<file path="config.mk">
export PLATFORM = sky130hd
export DESIGN_NAME = wb_port_arbiter
export DESIGN_NICKNAME = d
export VERILOG_FILES = /design/src/rtl/wb_port_arbiter.sv
export SDC_FILE = /design/constraint.sdc
export NUM_CORES = 1
export LEC_CHECK = 0
export BUFFER_PORTS_ARGS = -buffer_cell sky130_fd_sc_hd__buf_2
export CORE_AREA = 8 8 127 129
export CTS_CLUSTER_DIAMETER = 30
export CTS_CLUSTER_SIZE = 25
export DETAILED_ROUTE_END_ITERATION = 10
export DIE_AREA = 0 0 135 137
export PLACE_DENSITY = 0.74
export SYNTH_ARGS = -nofsm -noshare
export SYNTH_HDL_FRONTEND = slang
export SYNTH_SLANG_ARGS = --single-unit
</file>
<file path="constraint.sdc">
create_clock -name i_clk -period 1.4 [get_ports i_clk]
set_clock_uncertainty 0.1 [all_clocks]
set_input_delay 0.28 -clock i_clk [delete_from_list [all_inputs] [get_ports i_clk]]
set_output_delay 0.28 -clock i_clk [all_outputs]
set_load 0.1 [all_outputs]
</file>
<file path="src/rtl/wb_port_arbiter.sv">
// wb_port_arbiter
//   Shares the single register-file write port between three write-back requesters:
//   0 = ALU result (rd), 1 = load data (rt), 2 = link/$31 (jal).
//   Each requester owns a one-entry holding buffer. A round-robin arbiter drains one
//   buffered entry per cycle onto registered regfile write outputs.
//
// Optional feature macro: WB_ARB_ZERO_FILTER_EN
//   Defined:   an entry addressed to $zero is granted and consumed normally (wb_sel and
//              wb_addr update) but o_wb_we stays 0 for that write.
//   Undefined: $zero entries write like any other; the regfile discards them itself.
//
// Parameters
//   DW  write-back data width
//   AW  register address width
//
// Ports
//   i_clk                 system clock, all state on posedge
//   i_rst                 synchronous reset, active-high
//   i_reqN/i_addrN/i_dataN  requester N write request, destination, data (N = 0..2)
//   o_rdyN                requester N may issue; accepted when i_reqN & o_rdyN
//   o_wb_we               regfile write enable (registered)
//   o_wb_sel              dest-select code 00/01/10 = requester 0/1/2, 11 = idle (registered)
//   o_wb_addr             regfile write address (registered)
//   o_wb_data             regfile write data (registered)
//   o_busy                any holding buffer occupied

module wb_port_arbiter #(
  parameter int unsigned DW = 32,
  parameter int unsigned AW = 5
) (
  input  logic          i_clk,
  input  logic          i_rst,
  input  logic          i_req0,
  input  logic [AW-1:0] i_addr0,
  input  logic [DW-1:0] i_data0,
  output logic          o_rdy0,
  input  logic          i_req1,
  input  logic [AW-1:0] i_addr1,
  input  logic [DW-1:0] i_data1,
  output logic          o_rdy1,
  input  logic          i_req2,
  input  logic [AW-1:0] i_addr2,
  input  logic [DW-1:0] i_data2,
  output logic          o_rdy2,
  output logic          o_wb_we,
  output logic [1:0]    o_wb_sel,
  output logic [AW-1:0] o_wb_addr,
  output logic [DW-1:0] o_wb_data,
  output logic          o_busy
);

  localparam logic [1:0] SelIdle = 2'b11;

  logic [2:0]          r_pend;
  logic [2:0][AW-1:0]  r_addr;
  logic [2:0][DW-1:0]  r_data;
  logic [1:0]          r_last;
  logic                r_wb_we;
  logic [1:0]          r_wb_sel;
  logic [AW-1:0]       r_wb_addr;
  logic [DW-1:0]       r_wb_data;

  logic [2:0]          w_req;
  logic [2:0][AW-1:0]  w_addr_in;
  logic [2:0][DW-1:0]  w_data_in;
  logic [2:0]          w_gnt;
  logic [1:0]          w_gnt_idx;
  logic [2:0]          w_rdy;
  logic [2:0]          w_acc;
  logic [2:0]          w_pend_d;
  logic                w_we_d;

  assign w_req     = {i_req2, i_req1, i_req0};
  assign w_addr_in = {i_addr2, i_addr1, i_addr0};
  assign w_data_in = {i_data2, i_data1, i_data0};

  // Round-robin: scan starting just after the last granted index.
  always_comb begin
    w_gnt = 3'b000;
    case (r_last)
      2'd0: begin
        if (r_pend[1])      w_gnt = 3'b010;
        else if (r_pend[2]) w_gnt = 3'b100;
        else if (r_pend[0]) w_gnt = 3'b001;
      end
      2'd1: begin
        if (r_pend[2])      w_gnt = 3'b100;
        else if (r_pend[0]) w_gnt = 3'b001;
        else if (r_pend[1]) w_gnt = 3'b010;
      end
      default: begin
        if (r_pend[0])      w_gnt = 3'b001;
        else if (r_pend[1]) w_gnt = 3'b010;
        else if (r_pend[2]) w_gnt = 3'b100;
      end
    endcase
  end

  always_comb begin
    w_gnt_idx = 2'd0;
    unique case (w_gnt)
      3'b010:  w_gnt_idx = 2'd1;
      3'b100:  w_gnt_idx = 2'd2;
      default: w_gnt_idx = 2'd0;
    endcase
  end

  // A draining entry frees its slot in the same cycle, so a refill can land on it.
  assign w_rdy    = ~r_pend | w_gnt;
  assign w_acc    = w_req & w_rdy;
  assign w_pend_d = w_acc | (r_pend & ~w_gnt);

`ifdef WB_ARB_ZERO_FILTER_EN
  assign w_we_d = (r_addr[w_gnt_idx] != '0);
`else
  assign w_we_d = 1'b1;
`endif

  always_ff @(posedge i_clk) begin
    if (i_rst) begin
      r_pend    <= 3'b000;
      r_addr    <= '0;
      r_data    <= '0;
      r_last    <= 2'd2;
      r_wb_we   <= 1'b0;
      r_wb_sel  <= SelIdle;
      r_wb_addr <= '0;
      r_wb_data <= '0;
    end else begin
      r_pend <= w_pend_d;
      for (int i = 0; i < 3; i++) begin
        if (w_acc[i]) begin
          r_addr[i] <= w_addr_in[i];
          r_data[i] <= w_data_in[i];
        end
      end
      if (|w_gnt) begin
        r_last    <= w_gnt_idx;
        r_wb_we   <= w_we_d;
        r_wb_sel  <= w_gnt_idx;
        r_wb_addr <= r_addr[w_gnt_idx];
        r_wb_data <= r_data[w_gnt_idx];
      end else begin
        r_wb_we  <= 1'b0;
        r_wb_sel <= SelIdle;
      end
    end
  end

  assign o_rdy0    = w_rdy[0];
  assign o_rdy1    = w_rdy[1];
  assign o_rdy2    = w_rdy[2];
  assign o_wb_we   = r_wb_we;
  assign o_wb_sel  = r_wb_sel;
  assign o_wb_addr = r_wb_addr;
  assign o_wb_data = r_wb_data;
  assign o_busy    = |r_pend;

endmodule

</file>
======== Yosys cells after proc, flatten, opt, wreduce, memory -nomap -nowiden ========
Cells that the tools add are included.
W data, S select, Z words.
operators by class
  divide/modulo/power cells ............... 0
  add/sub/neg operators ................... 0
  multiplexer cells ....................... 16
  reductions and logical operators ........ 4
  $mul .................................... 0
  shifts and indexed selects .............. 0
  bitwise operators ....................... 7
  eq/ne operators ......................... 3
  magnitude comparators ................... 1
operators with widths
  operator              number
  $bmux W32 S2          1
  $mux W32              1
  $mux W3               6
  $bmux W5 S2           1
  $and A3 B3 Y3         2
  $not A3 Y3            2
  $or A3 B3 Y3          2
  $pmux W3 S2           1
  $reduce_or A3 Y1      2
  $mux W5               1
  $mux W2               2
  $pmux W2 S2           1
  $eq A3 B2 Y1 const B  1
  $eq A3 B3 Y1 const B  1
  $lt A2 B3 Y1 const B  1
  $eq A2 B1 Y1 const B  1
  $logic_not A2 Y1      1
  $mux W1               2
  $reduce_or A2 Y1      1
  $not A1 Y1            1
word-level totals
  bits in latches ......................... 0
  memories kept ........................... 0
  bits in read-only memories .............. 0
  word-level logic and storage cells ...... 43
  output and inout port bits .............. 44
  register bits ........................... 156
  bits in writable memories ............... 0

======== Logic depth before layout (Yosys ltp) ========
Gate-level depths: netlist of the first run.
  depth after elaboration ................. 8
  mapped depth ............................ 8
  gate-level depth less buffers ........... 5

======== Least setup slack after synthesis of the first run ========
No wires, ideal clock.
  path type ............................... reg-to-reg
  from .................................... register r_pend[1]
  to ...................................... register r_data[87] (netlist bit)
  path slack .............................. -0.854 ns
  arrival time ............................ 2.082 ns
  required time ........................... 1.228 ns
  cell stages (with the launch flop) ...... 7
  buffers on the path ..................... 2
  path through ............................ dfxtp_1 > buf_2 > o21a_1 > o21ai_2 > clkbuf_1 > nand4b_1 > o21ai_1
between the ends
  cells in the longest elaborated chain, start to end .. 5
  elaborated cells on any way between the ends .. 6
  those cells by class .................... mux (4); bitwise (2)
RTL lines
  what                            RTL line  RTL
  start: declaration              54        logic [2:0] r_pend;
  start signal: assignment        130       r_pend <= w_pend_d;
  $mux W3                         93        else if (r_pend[1]) w_gnt = 3'b010;
  $mux W3                         92        if (r_pend[0]) w_gnt = 3'b001;
  $pmux W3 S2 (*)                 80        case (r_last)
  $or A3 B3 Y3 (*)                109       assign w_rdy = ~r_pend | w_gnt;
  named net o_rdy2                44        output logic o_rdy2,
  $and A3 B3 Y3 (*)               110       assign w_acc = w_req & w_rdy;
  end signal: indexed assignment  134       r_data[i] <= w_data_in[i];
  end: declaration                56        logic [2:0][DW-1:0] r_data;
Mark *: on every way through the listed nets, which the timed path passes. The rest lies on a longest branch.
A chain may end at the register's enable or synchronous reset.

======== Worst setup path after layout of the first run ========
  from .................................... register r_pend[1]
  to ...................................... output port o_rdy2
between the ends
  cells in the longest elaborated chain, start to end .. 4
  elaborated cells on any way between the ends .. 5
  those cells by class .................... mux (4); bitwise (1)
RTL lines
  what              RTL line
  $mux W3           93
  $mux W3           92
  $pmux W3 S2 (*)   80
  $or A3 B3 Y3 (*)  109
  end: declaration  44
Mark *: on every way between the ends. The rest lies on a longest branch, timed or not.

==> reports/results.ini, run 1 <==
[sta]
setup_ws_ns=-0.518
period_share_pct=137
final.min_clock_period_ns=1.92
maxSlewViolCount=0
max_freq_mhz=521
rsz0062_at_grt=yes
tightestPinTransition_ns=0.474
hold_viol=0
hold_ws_ns=0.0117
setup_viol=157
relSlewSlack_pct=68.4

[power]
p_switching_w=0.00381
pwr_density_cell_nw_per_um2=1180
internal_power_w=0.00907
swShare_pct=29.6
seqPwrFrac_pct=39.1
p_leak_nw=4.26
p_clk_share_pct=37.2
ir_worst_vdd_uv=913
p_comb_share_pct=23.7
power_w=0.0129

[critical_path]
critPathSlowestCell=dfxtp_4
cp-startpoint=r_pend[1]
crit_required_ns=1.02
r2r_slack_ns=-0.39
cp-end-kind=primary output
crit_chain=o21a_4, o21ai_4, buf_12, buf_12
reg2reg_to=o_wb_data[19]
path_common_cell=buf_12
worstReg2RegStart=r_pend[2]
crit_arrival_ns=1.54
r2r_cells=8
cp_num_buf_inv=2
critPathMaxStageDelay_ns=0.40
crit_path_start_kind=flip-flop
critPathKind=reg -> out
cp_top_family=flip-flops
cp_max_fo=8

[clocking]
cts_tree=done
clk_latency_ns=0.43
cts_root_buf=clkbuf_16
cts_inserted_buffers=17
max-clock-path-buffers=2
cts-htree-levels=4
cts_sinks=156
clk_pin_slew_ns=0.06

[run]
max-cap-violations=0

[route]
vias=6817
drtIter0Drc=655
routed_via_density=6.08
wl_per_cell_um=23.8
drc=0
antenna_left=0
routed_wirelength_um=26700
firstDrtPassIters=5

[synthesis]
synth_top_area_cell=dfxtp_1
synth_cells=709
netlist_area_um2=6580
ys_types=30
syn_nets=825
avgSynthCellArea_um2=9.29
ys_warn_count=0
synth_area_leaders=dfxtp_1 (47%), o21ai_1 (9.8%), a21oi_1 (5.9%)
synth-seq-cells=156
yosys.area.top_type_share_pct=47.4
ys_seq_area_share_pct=47.4

[placement]
port_buffers=159
placed_cell_area_um2=8510
dp_cells=1024
hpwl_um=13800
gp_congestion=0.769

[global_route]
grt.total_usage_pct=25.8
grt_first_pass_wirelength_um=36800
antenna_found_initial=2
grt_pass1_vias=6764
globalRouteOverflowTotal=0
grt_start_max_net_pins=65

[layout]
nets=1040
drive_gt1_share_pct=54.6
final_area_um2=10900
area_delta_synth_final_pct=65.1
fin_cells=1122
final_cell_mix=buf_2 (114), dfxtp_1 (114), o21ai_2 (88), nand3_1 (72), buf_12 (69)

[floorplanning]
core_um2=14200
die-area_um2=18500
fp-row-count=44
start_util_pct=46.4
io_pins=160
dieWidth_um=135
die_y_um=137

[hold_path]
min_from=i_addr1[4]
holdCritPathClass=in -> reg
min_path_cells=3
min_to=r_addr[9]

[status]
outcome=complete, but fails checks
violations=setup timing

## layout make-up
class / instances / area (µm²)
timing repair buffer: 272 / 3100
sequential: 156 / 3190
tap: 184 / 230
fill: 853 / 3330
clock inverter: 12 / 173
multi-input combinational: 470 / 3690
clock buffer: 19 / 433
antenna: 2 / 5.00
inverter: 7 / 47.5
## worst min-delay path, cell delays in order
cell and delay [ns]:
buf_2 0.10, nand3_1 0.05, a21oi_1 0.05
## state kept, by name, indices dropped and copies added, names as in the netlist
| register | cells |
|---|---|
| o_wb_addr | 5 |
| r_data | 96 |
| o_wb_sel | 2 |
| o_wb_data | 32 |
| r_addr | 15 |
| r_pend | 3 |
| o_wb_we | 1 |
| r_last | 2 |
## metrics by stage
stage / util (%) / setup TNS (ns) / setup WS [ns]
after floorplan: - / -10.83 / -0.157
after global placement: 59.9 / -10.36 / -0.127
after detailed placement: 59.9 / -18.05 / -0.178
after CTS: 72.6 / -31.37 / -0.449
after global routing: 76.5 / -46.18 / -0.546
final: 76.5 / -40.16 / -0.518
## how the worst max path moves through the flow
stage / to / depth (start not counted) / slack [ns]
2_1_floorplan: o_wb_data[10] / 7 / -0.16
3_3_place_gp: r_data[84] / 5 / -0.13
3_5_place_dp: r_addr[12] / 5 / -0.18
4_1_cts: o_rdy2 / 4 / -0.45
5_1_grt: o_rdy0 / 4 / -0.55
6_report: o_rdy2 / 4 / -0.52
## cells by family after synthesis
group | synth area share [%]
flip-flops | 47.4
AO/OA/AOI/OAI | 25.0
multiplexers | 5.63
buffers and inverters | 6.16
AND/OR/NAND/NOR | 15.7
## metal layers
| layer | track usage, % | part of all wire [%] | vias up |
|---|---|---|---|
| li1 | - | - | 3032 |
| met5 | 0 | 0 | - |
| met1 | 29.6 | 37 | 3287 |
| met3 | 4.92 | 7.8 | 92 |
| met4 | 13.3 | 4.2 | 0 |
| met2 | 45.1 | 51 | 406 |
## power groups by stage
stage	clock, W	sequential (W)	combinational (W)
floorplan	0	0.00550	0.000912
global placement	0	0.00503	0.00227
detailed placement	0	0.00504	0.00231
CTS	0.00479	0.00498	0.00272
global route	0.00501	0.00505	0.00315
finish	0.00480	0.00503	0.00305
## synth_stat cells
cell,instances
mux2i_1,37
o21ai_2,21
nand2b_1,40
nor2b_1,1
a2bb2oi_2,1
nor2b_4,1
nor3_2,1
nand4b_1,37
o21a_1,1
dfxtp_1,156
a21oi_1,78
buf_2,21
nor2_1,3
nor2b_2,1
nor2_2,1
buf_6,5
a21boi_1,1
a22oi_1,17
inv_2,5
clkbuf_1,42
inv_1,2
and2_1,1
o221a_2,1
nand3_1,74
o21ai_1,129
nor4_4,1
buf_4,8
a22oi_2,20
a221o_1,1
nand2_1,2
## timing repair
| item | CTS | global route |
|---|---|---|
| endpoints found under the setup margin | 178 | 172 |
| pin swaps | 36 | 74 |
| endpoints found under the hold margin | 14 | 0 |
| setup buffers | 26 | 16 |
| hold buffers | 14 | 0 |
| gates resized for setup | 123 | 133 |
| gates cloned | 16 | 8 |
Note: power is estimated with default switching activity, not from simulation.
==> inputs of run 2 (changes only) <==
--- a/config.mk
+++ b/config.mk
@@ -6,12 +6,13 @@
 export NUM_CORES = 1
 export LEC_CHECK = 0
 export BUFFER_PORTS_ARGS = -buffer_cell sky130_fd_sc_hd__buf_2
-export CORE_AREA = 8 8 127 129
+export CAP_MARGIN = 20
+export CORE_AREA = 8 8 130 132
 export CTS_CLUSTER_DIAMETER = 30
 export CTS_CLUSTER_SIZE = 25
 export DETAILED_ROUTE_END_ITERATION = 10
-export DIE_AREA = 0 0 135 137
-export PLACE_DENSITY = 0.74
+export DIE_AREA = 0 0 138 140
+export PLACE_DENSITY = 0.71
 export SYNTH_ARGS = -nofsm -noshare
 export SYNTH_HDL_FRONTEND = slang
 export SYNTH_SLANG_ARGS = --single-unit
==> run 2 against run 1 <==
Net effect: the flow still finishes with violations (setup timing); hold slack about the same; setup slack gained 0.033 ns; register-to-register slack barely moved; global-route usage decreased by 2.5 points; largest cell class unchanged; highest routed layer unchanged.
==> reports/results.ini, run 2 (same netlist as run 1, synthesis figures left out) <==
[status]
outcome=complete, but fails checks
violations=setup timing

[clocking]
cts_inserted_buffers=17
clk_latency_ns=0.43
cts_root_buf=clkbuf_16
cts_sinks=156
max-clock-path-buffers=2
cts-htree-levels=4
cts_tree=done
clk_pin_slew_ns=0.06

[hold_path]
min_path_cells=3
min_to=r_data[16]
holdCritPathClass=in -> reg
min_from=i_data0[16]

[floorplanning]
die_y_um=140
die-area_um2=19300
io_pins=160
fp-row-count=45
core_um2=14900
start_util_pct=44.3
dieWidth_um=138

[sta]
maxSlewViolCount=0
final.min_clock_period_ns=1.88
relSlewSlack_pct=78.7
fin_setup_tns_ns=-40.13
tightestPinTransition_ns=0.320
max_freq_mhz=531
setup_ws_ns=-0.485
rsz0062_at_grt=yes
setup_viol=154
hold_viol=0
hold_ws_ns=0.0112
period_share_pct=135

[critical_path]
cp_num_buf_inv=2
crit_path_start_kind=flip-flop
path_common_cell=buf_12
worstReg2RegStart=r_pend[2]
critPathSlowestCell=dfxtp_4
r2r_slack_ns=-0.38
cp_max_fo=6
cp_top_family=compound AO/OA/AOI/OAI gates
cp-startpoint=r_pend[0]
crit_chain=o21a_4, o21ai_4, buf_12, buf_12
critPathMaxStageDelay_ns=0.38
crit_arrival_ns=1.50
reg2reg_to=r_addr[6]
crit_required_ns=1.02
r2r_cells=8
critPathKind=reg -> out
cp-end-kind=primary output

[route]
firstDrtPassIters=5
routed_via_density=5.76
wl_per_cell_um=21.2
drtIter0Drc=580
vias=6553
routed_wirelength_um=24100
drc=0
antenna_left=0

[layout]
max_flop_register=r_data
final_cell_mix=buf_2 (114), dfxtp_1 (114), o21ai_1 (95), nand3_1 (74), buf_12 (72)
nFillCells=1034
diodes=0
drive_gt1_share_pct=47.5
area_delta_synth_final_pct=62.4
nets=1053
largest_reg_flops=96

[power]
swShare_pct=28.9
pwr_density_cell_nw_per_um2=1190
ir_worst_vdd_uv=932
power_w=0.0127
seqPwrFrac_pct=39.3
p_clk_share_pct=37.7
internal_power_w=0.00903
p_leak_nw=4.25
p_switching_w=0.00367
p_comb_share_pct=23.0

[global_route]
globalRouteOverflowTotal=0
antenna_found_initial=0
grt_first_pass_wirelength_um=35900
grt_start_max_net_pins=74
grt.total_usage_pct=23.3
grt_pass1_vias=6672

[run]
max-cap-violations=0

[placement]
gp_congestion=0.765
port_buffers=159
hpwl_um=13800

[run 2: cell count changes in the layout (fill, tap and decap cells not counted), sizes merged]
cell | before | now
clkinv | 4 | 3
buf | 249 | 244
clkbuf | 26 | 22
diode | 2 | 0
inv | 5 | 6
dlygate4sd3 | 14 | 36
[run 2: worst max path at each step]
stage / to / slack, ns / depth (start not counted)
4_1_cts: o_rdy2 / -0.46 / 4
2_1_floorplan: o_wb_data[10] / -0.16 / 7
6_report: o_rdy2 / -0.48 / 4
3_5_place_dp: r_data[69] / -0.24 / 5
5_1_grt: o_rdy2 / -0.52 / 4
3_3_place_gp: o_wb_data[14] / -0.15 / 5
[run 2: through the flow]
step	cell area, µm²	instances	setup WS [ns]	utilization (%)
after detailed placement	8550	1027	-0.241	57.5
after global routing	10700	1137	-0.518	71.9
after global placement	8550	1027	-0.153	57.5
after CTS	10300	1127	-0.457	69.1
final	10700	1137	-0.485	71.9
after floorplan	6680	709	-0.157	-
[run 2: layer usage]
metal	wire length, µm	global-route usage [%]	vias to the layer above
met5	0	0	-
met4	784	11.1	0
met3	1350	5.27	48
met2	12400	41.5	255
met1	9560	25.8	3197
li1	-	-	3053
[run 2: repair_timing]
action                                  CTS  global route
gates cloned                             13             4
buffers inserted                         21            14
pin swaps                                 5            45
hold buffers                             35             1
resized for setup                        83           101
endpoints found under the hold margin    35             1
endpoints found under the setup margin  184           167
[run 2: final cells by class]
cell class,instances,area (µm²),area share (%)
Sequential cell,156,3180,29.8
Multi-Input combinational cell,470,3440,32.2
Clock buffer,19,433,4.05
Inverter,7,45.0,0.421
Tap cell,188,235,2.20
Clock inverter,12,173,1.61
Timing Repair Buffer,285,3180,29.7
[run 2: power by group through the flow]
stage	clock network [W]	registers, W	logic, W
after floorplan	0	0.00550	0.000912
after global placement	0	0.00503	0.00229
after detailed placement	0	0.00504	0.00232
after CTS	0.00480	0.00497	0.00275
after global routing	0.00504	0.00502	0.00304
final	0.00479	0.00500	0.00292
[run 2: worst register-to-register path, cell delays in order (launching register included)]
cell,delay [ns]
dfxtp_4,0.36
nor2b_4,0.13
o221a_2,0.27
inv_4,0.10
buf_4,0.12
buf_8,0.14
bufbuf_16,0.28
nand3_1,0.09
a21oi_2,0.11
